==> config.mk <==
export PLATFORM = sky130hd
export DESIGN_NAME = mem_excep_stage
export DESIGN_NICKNAME = d
export VERILOG_FILES = /design/src/rtl/mem_excep_stage.sv
export SDC_FILE = /design/constraint.sdc
export NUM_CORES = 1
export LEC_CHECK = 0
export BUFFER_PORTS_ARGS = -buffer_cell sky130_fd_sc_hd__clkbuf_2
export CAP_MARGIN = 20
export CORE_ASPECT_RATIO = 0.7
export CORE_MARGIN = 2
export CORE_UTILIZATION = 49
export DETAILED_ROUTE_END_ITERATION = 7
export PLACE_DENSITY = 0.91
export SYNTH_ARGS = -nofsm -noshare
export SYNTH_HDL_FRONTEND = slang
export SYNTH_SLANG_ARGS = --single-unit
==> constraint.sdc <==
create_clock -name clk -period 2.16 [get_ports clk]
set_clock_uncertainty 0.2 [all_clocks]
set_input_delay 0.108 -clock clk [delete_from_list [all_inputs] [get_ports clk]]
set_output_delay 0.108 -clock clk [all_outputs]
set_load 0.05 [all_outputs]
==> src/rtl/mem_excep_stage.sv <==
// EX -> cp0 pipeline register: captures the EX instruction, adds data-address
// alignment faults, tracks branch delay slots and kills faulting memory accesses.
module mem_excep_stage (
  input  logic        clk,
  input  logic        rst,
  input  logic        ex_valid_i,
  input  logic [31:0] ex_pc_i,
  input  logic [31:0] ex_excep_i,
  input  logic        ex_is_branch_i,
  input  logic        ex_mem_rd_i,
  input  logic        ex_mem_wr_i,
  input  logic [1:0]  ex_mem_size_i,
  input  logic [31:0] ex_mem_addr_i,
  input  logic        stall_i,
  input  logic        flush_i,
  output logic        valid_o,
  output logic [31:0] pc_o,
  output logic [31:0] exception_type_o,
  output logic [31:0] exception_addr_o,
  output logic        now_in_delayslot_o,
  output logic        mem_kill_o
);

  // Upstream bits carried forward: fetch AdEL, RI, Ov, Bp, Sys, ERET.
  localparam logic [31:0] KEEP_MASK = 32'hF800_0001;

  logic        r_valid;
  logic        r_ds;
  logic        r_slot_pending;
  logic [31:0] r_pc;
  logic [31:0] r_excep;
  logic [31:0] r_addr;

  logic        w_mis;
  logic        w_adel;
  logic        w_ades;
  logic [31:0] w_excep;
  logic [31:0] w_addr;

  always_comb begin
    w_mis   = ((ex_mem_size_i == 2'd1) && ex_mem_addr_i[0])
           || (ex_mem_size_i[1] && (ex_mem_addr_i[1:0] != 2'b00));
    // A combined rd/wr access reports only the store fault.
    w_ades  = ex_mem_wr_i & w_mis;
    w_adel  = ex_mem_rd_i & ~ex_mem_wr_i & w_mis;
    w_excep = (ex_excep_i & KEEP_MASK) | {5'b0, w_adel, w_ades, 25'b0};
    if (w_adel || w_ades)
      w_addr = ex_mem_addr_i;
    else if (ex_excep_i[31])
      w_addr = ex_pc_i;
    else
      w_addr = '0;
  end

  always_ff @(posedge clk) begin
    if (rst) begin
      r_valid        <= 1'b0;
      r_pc           <= '0;
      r_excep        <= '0;
      r_addr         <= '0;
      r_ds           <= 1'b0;
      r_slot_pending <= 1'b0;
    end else if (flush_i) begin
      r_valid        <= 1'b0;
      r_excep        <= '0;
      r_addr         <= '0;
      r_ds           <= 1'b0;
      r_slot_pending <= 1'b0;
    end else if (!stall_i) begin
      r_valid <= ex_valid_i;
      r_pc    <= ex_pc_i;
      r_excep <= w_excep;
      r_addr  <= w_addr;
      r_ds    <= ex_valid_i & r_slot_pending;
      // Bubbles must not consume a pending delay slot.
      if (ex_valid_i)
        r_slot_pending <= ex_is_branch_i;
    end
  end

  assign valid_o            = r_valid;
  assign pc_o               = r_pc;
  assign exception_addr_o   = r_addr;
  assign exception_type_o   = r_valid ? r_excep : '0;
  assign now_in_delayslot_o = r_valid & r_ds;
  assign mem_kill_o         = r_valid & (r_excep != '0);

endmodule

**Yosys cells after proc, flatten, opt, wreduce, memory -nomap -nowiden**

Cells that the tools add are included.

- Register bits: 99
- Bits in latches: 0
- RAM bits: 0
- Bits in read-only memories: 0
- Input bits: 106
- Logic and storage cells: 29
- Memories kept: 0

- Add/sub/neg operators: 0
- $mul: 0
- Div/mod/pow operators: 0
- Order comparisons: 0
- Equal/unequal tests: 1
- Shifts and indexed selects: 0
- Multiplexer cells: 3
- Bitwise operators: 10
- Reduce and logical (&&, ||, !) cells: 9

Operator list:

| operator | number |
|---|---|
| two-way mux 32 bit | 3 |
| OR 32 x 27 -> 32 bit | 1 |
| nonzero test 32 bit | 1 |
| bitwise AND 1 bit | 6 |
| AND reduction 2 bit | 2 |
| NOT 1 bit | 3 |
| equality test 2 x 1 -> 1 bit (second input constant) | 1 |
| logical AND 1 bit | 2 |
| logical OR 1 bit | 2 |
| nonzero test 2 bit | 1 |
| OR reduction 2 bit | 1 |

**Depth between registers and ports, before layout**

Gate-level depths: netlist of the first run.

- Depth in word-level cells: 6
- Gate-level depth with buffers: 6
- Mapped depth without buffers: 3

**Worst setup path before layout of the first run**

Ideal clock, no wire load.

- Kind: register -> output
- Start: register r_valid (netlist: valid_o)
- End: output port mem_kill_o
- Arrival time: 2.045 ns
- Setup slack: -0.193 ns
- Stages on the path, launching flop included: 3
- Path buffers: 1
- Cells stage by stage: dfxtp_1 -> clkbuf_1 -> a21boi_0

- Word-level cells in the longest chain between the ends: 1

RTL lines:

| item | RTL line | text |
|---|---|---|
| start, declared | 27 | `logic r_valid;` |
| start signal, assigned | 70 | `r_valid <= ex_valid_i;` |
| bitwise AND 1 bit | 86 | `assign mem_kill_o = r_valid & (r_excep != '0);` |
| end, declared | 21 | `output logic mem_kill_o` |

No other way between the ends.

**Final worst setup path of the first run**

- Start: input port ex_mem_wr_i
- End: register r_addr[19] (netlist: exception_addr_o[19])

- Word-level cells in the longest chain between the ends: 5
- Elaborated cells on any way between the ends: 6
- Those cells by class: mux (1); bitwise (4); reduce/logical (1)

RTL lines:

| item | RTL line | text |
|---|---|---|
| start, declared | 11 | `input logic ex_mem_wr_i,` |
| NOT 1 bit | 45 | `w_adel = ex_mem_rd_i & ~ex_mem_wr_i & w_mis;` |
| bitwise AND 1 bit (2 in series) | 45 |  |
| logical OR 1 bit (*) | 47 | `if (w_adel \|\| w_ades)` |
| two-way mux 32 bit (*) | 47 |  |
| end signal, assigned | 73 | `r_addr <= w_addr;` |
| end, declared | 32 | `logic [31:0] r_addr;` |

Mark *: on every way between the ends. The rest lies on a longest branch, timed or not.
A chain may end at the register's enable or synchronous reset.

==> impl_summary.log, run 1 <==
[metrics] fraction of synthesis flops using an asynchronous set or reset pin: 0%
[metrics] layout cell share with drive strength beyond 1: 38.0%
[metrics] final number of max-transition violations: 0
[metrics] PnR Total Power: 3.99 mW
[metrics] pin count of the biggest net entering global routing: 48
[metrics] routed len/inst: 18.0 um
[metrics] initial antenna violation count: 0
[metrics] overall routed net length: 13,000 um
[metrics] Gate Count Post-Synth: 421
[metrics] required time worst endpoint: 2.18 ns
[metrics] depth of the CTS H-tree: 3
[metrics] critical path capture point type: flop
[metrics] Critical Setup Path Class: in -> reg
[metrics] period utilisation layout: 87.9%
[metrics] maximum vdd drop: 400 uV
[metrics] fraction of the yosys area taken by sequential cells: 38.1%
[metrics] clock tree buffer depth: 2
[metrics] average cell area after synthesis: 9.37 sq um
[metrics] number of standard cells in the final layout excluding fillers: 719
[metrics] Routed Antenna Nets: 0
[metrics] count of input and output buffers: 154
[metrics] layout filler cell count: 575
[metrics] status: finished clean
[metrics] Met2 Routed Length: 6180 um
[metrics] Root Driver: sky130_fd_sc_hd__clkbuf_16
[metrics] Boundary Pins: 205
[metrics] transition time at the pin with the least slew margin: 0.716 ns
[metrics] CTS tree: built
[metrics] setup repair after global routing missed its margin: false
[metrics] Arr. time, crit path: 1.91 ns
[metrics] internal power: 2.77 mW
[metrics] Synth Register Bits: 75
[metrics] net switching power of the design: 1.22 mW
[metrics] NumNets Final: 720
[metrics] placed instance count: 637
[metrics] Final setup violation count: 0
[metrics] worst slew margin relative to its limit: 52.3%
[metrics] number of library cell types mapped by synthesis: 31
[metrics] final critical-path required period: 1.90 ns
[metrics] TNS Setup: 0 ns
[metrics] post-DP HPWL: 7760 um
[metrics] element type at the critical path start: input port
[metrics] Via Count: 4,063
[metrics] Synth area leader: sky130_fd_sc_hd__dfxtp_1
[metrics] width of the die: 111 um
[metrics] cts bufs inserted: 9
[metrics] overall routing resource usage: 28.6%
[metrics] wire length on met1: 5400 um
[metrics] floorplan row count: 27
[metrics] number of DRC markers in iteration 0: 398
[metrics] relative contribution of combinational cells to total power: 22.7%
[metrics] number of synthesized flops with an enable pin: 0
[metrics] core area: 0.00784 sq mm
[metrics] commonest non-fill, non-tap cell in the layout: sky130_fd_sc_hd__clkbuf_2
[metrics] Remaining Overflow, GRT: 0
[metrics] clock slew at reported path FFs: 0.06 ns
[metrics] highest routed metal layer: met4
[metrics] number of antenna repair diodes: 0
[metrics] switching part of the total: 30.7%
[metrics] vertical die dimension: 79.1 um
[metrics] Via-to-Cell Ratio: 5.65
[metrics] routability congestion estimate: 0.899
[metrics] first-pass GRT wire length: 20,100 um
[metrics] Remaining DRCs: 0
[metrics] class of the most critical hold timing path: in -> reg
[metrics] leakage power total: 2.29 nW
[metrics] warnings from Yosys: 0
[metrics] maximum clock frequency: 0.527 GHz
[metrics] post-synth design cell area: 0.00394 sq mm
[metrics] Sinks on Clock Net: 75
[metrics] clock network latency to the later pin of the worst-skew pair: 0.32 ns
[metrics] number of optimization iterations in the first detailed-route pass: 5
[metrics] detailed route wirelength on metal3: 1050 um
[metrics] top-area cell type share of the netlist area: 38.1%
[metrics] commonest register cell after synthesis: sky130_fd_sc_hd__dfxtp_1
[metrics] Area growth syn-to-layout: 41.5%
[metrics] cell area power density: 715 mW/mm^2
[metrics] top cells by area, synth: sky130_fd_sc_hd__dfxtp_1 (38%), sky130_fd_sc_hd__a221oi_2 (11%), sky130_fd_sc_hd__a41oi_2 (7.4%), sky130_fd_sc_hd__nand2_1 (6.3%), sky130_fd_sc_hd__buf_4 (5.5%)
[metrics] clock power share: 40.3%
[metrics] Seq pwr share: 37.0%
[metrics] starting density of the core: 50.3%
[metrics] largest fanout on the critical path: 32
[metrics] final hold violation count: 0
[metrics] most frequent cells in the layout: sky130_fd_sc_hd__clkbuf_2 (153), sky130_fd_sc_hd__dfxtp_1 (75), sky130_fd_sc_hd__nand2_1 (66), sky130_fd_sc_hd__dlygate4sd3_1 (66), sky130_fd_sc_hd__a21oi_1 (35)
[metrics] number of maximum-capacitance constraint violations: 0
[metrics] Die Footprint: 0.00879 sq mm
[metrics] number of global-route vias before repair: 4,042
## worst paths after layout
kind	cells past startpoint	to	slack, ns	start
max	6	exception_addr_o[19]$_SDFFE_PP0N_	0.26	ex_mem_wr_i
min	3	exception_addr_o[1]$_SDFFE_PP0N_	0.01	ex_mem_addr_i[1]
max reg2reg	2	exception_addr_o[19]$_SDFFE_PP0N_	1.11	exception_addr_o[19]$_SDFFE_PP0N_
min reg2reg	2	pc_o[11]$_SDFFE_PP0P_	0.26	pc_o[11]$_SDFFE_PP0P_
## worst max-delay path: stages
cell and delay (ns):
sky130_fd_sc_hd__dlygate4sd3_1 0.53, sky130_fd_sc_hd__clkbuf_2 0.14, sky130_fd_sc_hd__or2_1 0.10, sky130_fd_sc_hd__buf_4 0.41, sky130_fd_sc_hd__a41oi_1 0.27, sky130_fd_sc_hd__a221oi_2 0.34
## timing repair
| action | 4_1_cts | 5_1_grt |
|---|---|---|
| buffers inserted | 0 | 0 |
| gates resized for setup | 0 | 0 |
| endpoints found under the hold margin | 72 | 0 |
| hold buffers | 66 | 0 |
## layer usage
layer | GRT usage (%) | up-vias
li1 | - | 1878
met3 | 6.87 | 36
met5 | 0 | -
met2 | 48.5 | 253
met1 | 35.3 | 1896
met4 | 12.0 | 0
## cells in the mapped netlist (12+ instances only)
master                     number
sky130_fd_sc_hd__o311ai_0      13
sky130_fd_sc_hd__a221oi_2      30
sky130_fd_sc_hd__o311ai_1      19
sky130_fd_sc_hd__buf_2         24
sky130_fd_sc_hd__buf_4         29
sky130_fd_sc_hd__dfxtp_1       75
sky130_fd_sc_hd__inv_1         32
sky130_fd_sc_hd__nor2_1        12
sky130_fd_sc_hd__a21oi_1       35
sky130_fd_sc_hd__nand2_1       66
sky130_fd_sc_hd__a41oi_1       12
sky130_fd_sc_hd__clkbuf_1      12
sky130_fd_sc_hd__a41oi_2       18
## cell type report
| cell class | instances | area [sq um] | share of cell area [%] |
|---|---|---|---|
| inverters | 32 | 120 | 2.15 |
| clock inverters | 4 | 75.1 | 1.35 |
| clock buffers | 11 | 243 | 4.35 |
| repair buffers | 233 | 1560 | 28.0 |
| flip-flops and latches | 75 | 1500 | 26.9 |
| well taps | 101 | 126 | 2.26 |
| multi-input cells | 263 | 1950 | 35.0 |
## power by group through the flow
stage | clock (mW) | combinational (mW) | sequential [mW]
after CTS | 1.63 | 0.884 | 1.48
after floorplan | 0 | 0.442 | 1.68
after global routing | 1.70 | 0.950 | 1.48
after detailed placement | 0 | 0.789 | 1.51
after global placement | 0 | 0.772 | 1.50
final | 1.61 | 0.905 | 1.48
## registers in the layout, summed over array words and instances (netlist names)
name              cells
valid_o               1
r_excep               8
pc_o                 32
r_slot_pending        1
exception_addr_o     32
r_ds                  1
## kinds of logic after synthesis
family | after synthesis | synth area share (%)
buf+inv | 106 | 14.8
simple gates | 97 | 10.6
mux | 7 | 1.78
flops | 75 | 38.1
compound gates | 135 | 34.6
other cells | 1 | 0.0951
## through the flow
step           hold WS (ns)  setup WS, ns  util [%]  cell area, sq um
6_report             0.0149         0.261      71.2              5580
5_1_grt             0.00827         0.269      71.2              5580
4_1_cts              0.0107         0.380      70.8              5550
3_5_place_dp          0.150         0.453      58.4              4570
3_3_place_gp          0.138         0.530      58.4              4570
2_1_floorplan        0.0440         0.169         -              4030
Power figures use the tool's default switching activity.
==> inputs of run 2 (changes only) <==
Settings changed: CORE_UTILIZATION 49 to 46, GPL_TIMING_DRIVEN set to 0, PLACE_DENSITY 0.91 to 0.86.
Clock period 2.16 ns to 2.1 ns, I/O delays scaled along.
==> impl_summary.log, run 2 (synthesized netlist as in run 1, its figures left out) <==
[metrics] status: finished clean
[metrics] cell area power density: 702 mW/mm^2 (-1.9%)
[metrics] detailed route wirelength on metal3: 1080 um (+3.2%)
[metrics] initial antenna violation count: 0 (unchanged)
[metrics] depth of the CTS H-tree: 3 (unchanged)
[metrics] number of antenna repair diodes: 0 (unchanged)
[metrics] element type at the critical path start: input port
[metrics] clock tree buffer depth: 2 (unchanged)
[metrics] Area growth syn-to-layout: 52.6%
[metrics] routed len/inst: 17.2 um (-4.5%)
[metrics] Root Driver: sky130_fd_sc_hd__clkbuf_16
[metrics] leakage power total: 2.57 nW (+12%)
[metrics] critical path capture point type: flop
[metrics] starting density of the core: 47.1% (-3.2 points)
[metrics] period utilisation layout: 94.7%
[metrics] core area: 0.00837 sq mm (+6.8%)
[metrics] worst reg-to-reg path cell count: 3 (+1)
[metrics] Die Footprint: 0.00934 sq mm (+6.2%)
[metrics] overall routed net length: 13,700 um (+5.4%)
[metrics] layout cell share with drive strength beyond 1: 40.8% (+2.8 points)
[metrics] Final setup violation count: 0 (unchanged)
[metrics] routability congestion estimate: 0.811 (-9.7%)
[metrics] Met2 Routed Length: 6830 um (+11%)
[metrics] setup repair after global routing missed its margin: false
[metrics] first-pass GRT wire length: 21,400 um (+6.5%)
[metrics] Top cell by count, worst path: sky130_fd_sc_hd__dlygate4sd3_1
[metrics] cts bufs inserted: 9 (unchanged)
[metrics] CP peak stage delay: 0.58 ns (+0.05 ns)
[metrics] Via-to-Cell Ratio: 5.42 (-4.1%)
[metrics] number of maximum-capacitance constraint violations: 0 (unchanged)
[metrics] Routed Antenna Nets: 0 (unchanged)
[metrics] number of instances on the worst hold path: 3 (unchanged)
[metrics] Hold Crit Endpoint: exception_addr_o[15]$_SDFFE_PP0N_
[metrics] Remaining DRCs: 0 (unchanged)
[metrics] ordered list of cells on the worst path: dlygate4sd3_1, clkbuf_2, nand2_1, dlygate4sd3_1, a21oi_1, dlygate4sd3_1
[metrics] transition time at the pin with the least slew margin: 0.664 ns (-0.0518 ns)
[metrics] commonest non-fill, non-tap cell in the layout: sky130_fd_sc_hd__clkbuf_2
[metrics] final number of max-transition violations: 0 (unchanged)
[metrics] final hold violation count: 0 (unchanged)
[metrics] highest routed metal layer: met4
[metrics] vertical die dimension: 81.5 um (+3.0%)
[metrics] TNS Setup: 0 ns (unchanged)
[metrics] placed instance count: 701 (+10%)
[metrics] final core utilization: 71.9% (+0.66 points)
[metrics] Boundary Pins: 205 (unchanged)
[metrics] setup repair bufs after CTS: 0 (unchanged)
[metrics] width of the die: 115 um (+3.1%)
[metrics] CTS tree: built
[metrics] layout filler cell count: 648 (+13%)
[metrics] number of global-route vias before repair: 4,335 (+7.2%)
[metrics] post-DP HPWL: 9280 um (+20%)
[metrics] Remaining Overflow, GRT: 0 (unchanged)
[metrics] wire length on met1: 5550 um (+2.7%)
[metrics] reg2reg start: exception_addr_o[31]$_SDFFE_PP0N_
[metrics] standard cell with the maximum stage delay on the critical path: sky130_fd_sc_hd__dlygate4sd3_1
[metrics] worst slew margin relative to its limit: 55.7% (+3.5 points)
[metrics] reg-to-reg setup timing slack: 0.65 ns (-0.46 ns)
[metrics] maximum vdd drop: 472 uV (+18%)
[metrics] number of DRC markers in iteration 0: 265 (-33%)
[metrics] NumNets Final: 789 (+9.6%)
[metrics] Critical Setup Path Class: in -> reg
[metrics] clock network latency to the later pin of the worst-skew pair: 0.34 ns (+0.02 ns)
[metrics] end of the worst register-to-register path: exception_addr_o[31]$_SDFFE_PP0N_
[metrics] Via Count: 4,296 (+5.7%)
[metrics] clock slew at reported path FFs: 0.06 ns (about the same)
[metrics] pin count of the biggest net entering global routing: 13 (-73%)
[metrics] Sinks on Clock Net: 75 (unchanged)
[metrics] number of optimization iterations in the first detailed-route pass: 5 (unchanged)
[metrics] class of the most critical hold timing path: in -> reg
[metrics] count of input and output buffers: 152 (-1.3%)
[metrics] maximum clock frequency: 0.503 GHz
[metrics] overall routing resource usage: 29.6% (+0.97 points)
[metrics] Arr. time, crit path: 2.07 ns (+0.16 ns)
[metrics] number of standard cells in the final layout excluding fillers: 793 (+10%)
[metrics] floorplan row count: 28 (+3.7%)
[metrics] most frequent cells in the layout: sky130_fd_sc_hd__clkbuf_2 (155), sky130_fd_sc_hd__dlygate4sd3_1 (76), sky130_fd_sc_hd__dfxtp_1 (75)
[metrics] required time worst endpoint: 2.18 ns (about the same)
[metrics] final critical-path required period: 1.99 ns
[metrics] largest fanout on the critical path: 2 (-94%)
[metrics] Hold Startpoint: ex_mem_addr_i[15]
[run 2: changes by cell type in the layout (fill, tap and decap cells not counted), moves of 2 or more]
cell                            change
sky130_fd_sc_hd__dlygate4sd3_1     +10
sky130_fd_sc_hd__clkbuf_1          +12
sky130_fd_sc_hd__buf_6              +6
sky130_fd_sc_hd__buf_2             +24
sky130_fd_sc_hd__buf_4             +17
sky130_fd_sc_hd__clkbuf_2           +2
[run 2: layer usage]
layer,up-vias,global-route usage (%)
met4,0,9.27
met2,231,53.4
met3,27,7.53
li1,2016,-
met1,2022,34.9
met5,-,0
[run 2: power by group]
| part | internal (mW) | switching (mW) |
|---|---|---|
| logic | 0.353 | 0.652 |
| registers | 1.48 | 0.0368 |
| clock network | 1.10 | 0.593 |
| total | 2.94 | 1.28 |
[run 2: worst max path at each step]
stage	start	to	slack, ns	cells after the start
after floorplan	valid_o$_SDFFE_PP0N_	mem_kill_o	0.11	2
after global placement	ex_mem_addr_i[0]	exception_addr_o[29]$_SDFFE_PP0N_	0.52	5
after detailed placement	ex_mem_addr_i[0]	exception_addr_o[15]$_SDFFE_PP0N_	0.47	5
after CTS	ex_mem_wr_i	exception_addr_o[31]$_SDFFE_PP0N_	0.06	6
final	ex_pc_i[9]	pc_o[9]$_SDFFE_PP0P_	0.11	6
after global routing	ex_mem_addr_i[1]	exception_addr_o[31]$_SDFFE_PP0N_	0.06	7
[run 2: cell type report]
type | count | area (sq um) | area share [%]
repair buffers | 228 | 1520 | 25.3
clock buffers | 12 | 256 | 4.26
plain buffers | 74 | 465 | 7.74
multi-input cells | 263 | 1950 | 32.4
inverters | 32 | 120 | 2.00
well taps | 105 | 131 | 2.18
clock inverters | 4 | 72.6 | 1.21
flip-flops and latches | 75 | 1500 | 25.0
[run 2: critical path, delay by kind of cell]
family | cells | cell delay (ns)
buffers and inverters | 4 | 1.79
and+or+nand+nor | 1 | 0.05
AOI/OAI and AO/OA | 1 | 0.13
[run 2: metrics by stage]
step / setup WS, ns / hold slack (ns) / total power [mW] / cell area [sq um]
2_1_floorplan: 0.112 / 0.0410 / 2.19 / 4030
3_3_place_gp: 0.522 / 0.137 / 2.40 / 4920
3_5_place_dp: 0.469 / 0.154 / 2.42 / 4920
4_1_cts: 0.0578 / 0.00687 / 4.21 / 6010
5_1_grt: 0.0587 / 0.0300 / 4.37 / 6020
6_report: 0.112 / 0.0236 / 4.22 / 6020
[run 2: repair_timing]
item,in CTS,in global routing
endpoints found under the setup margin,0,1
gates resized for setup,0,2
hold buffers,76,0
endpoints found under the hold margin,72,0
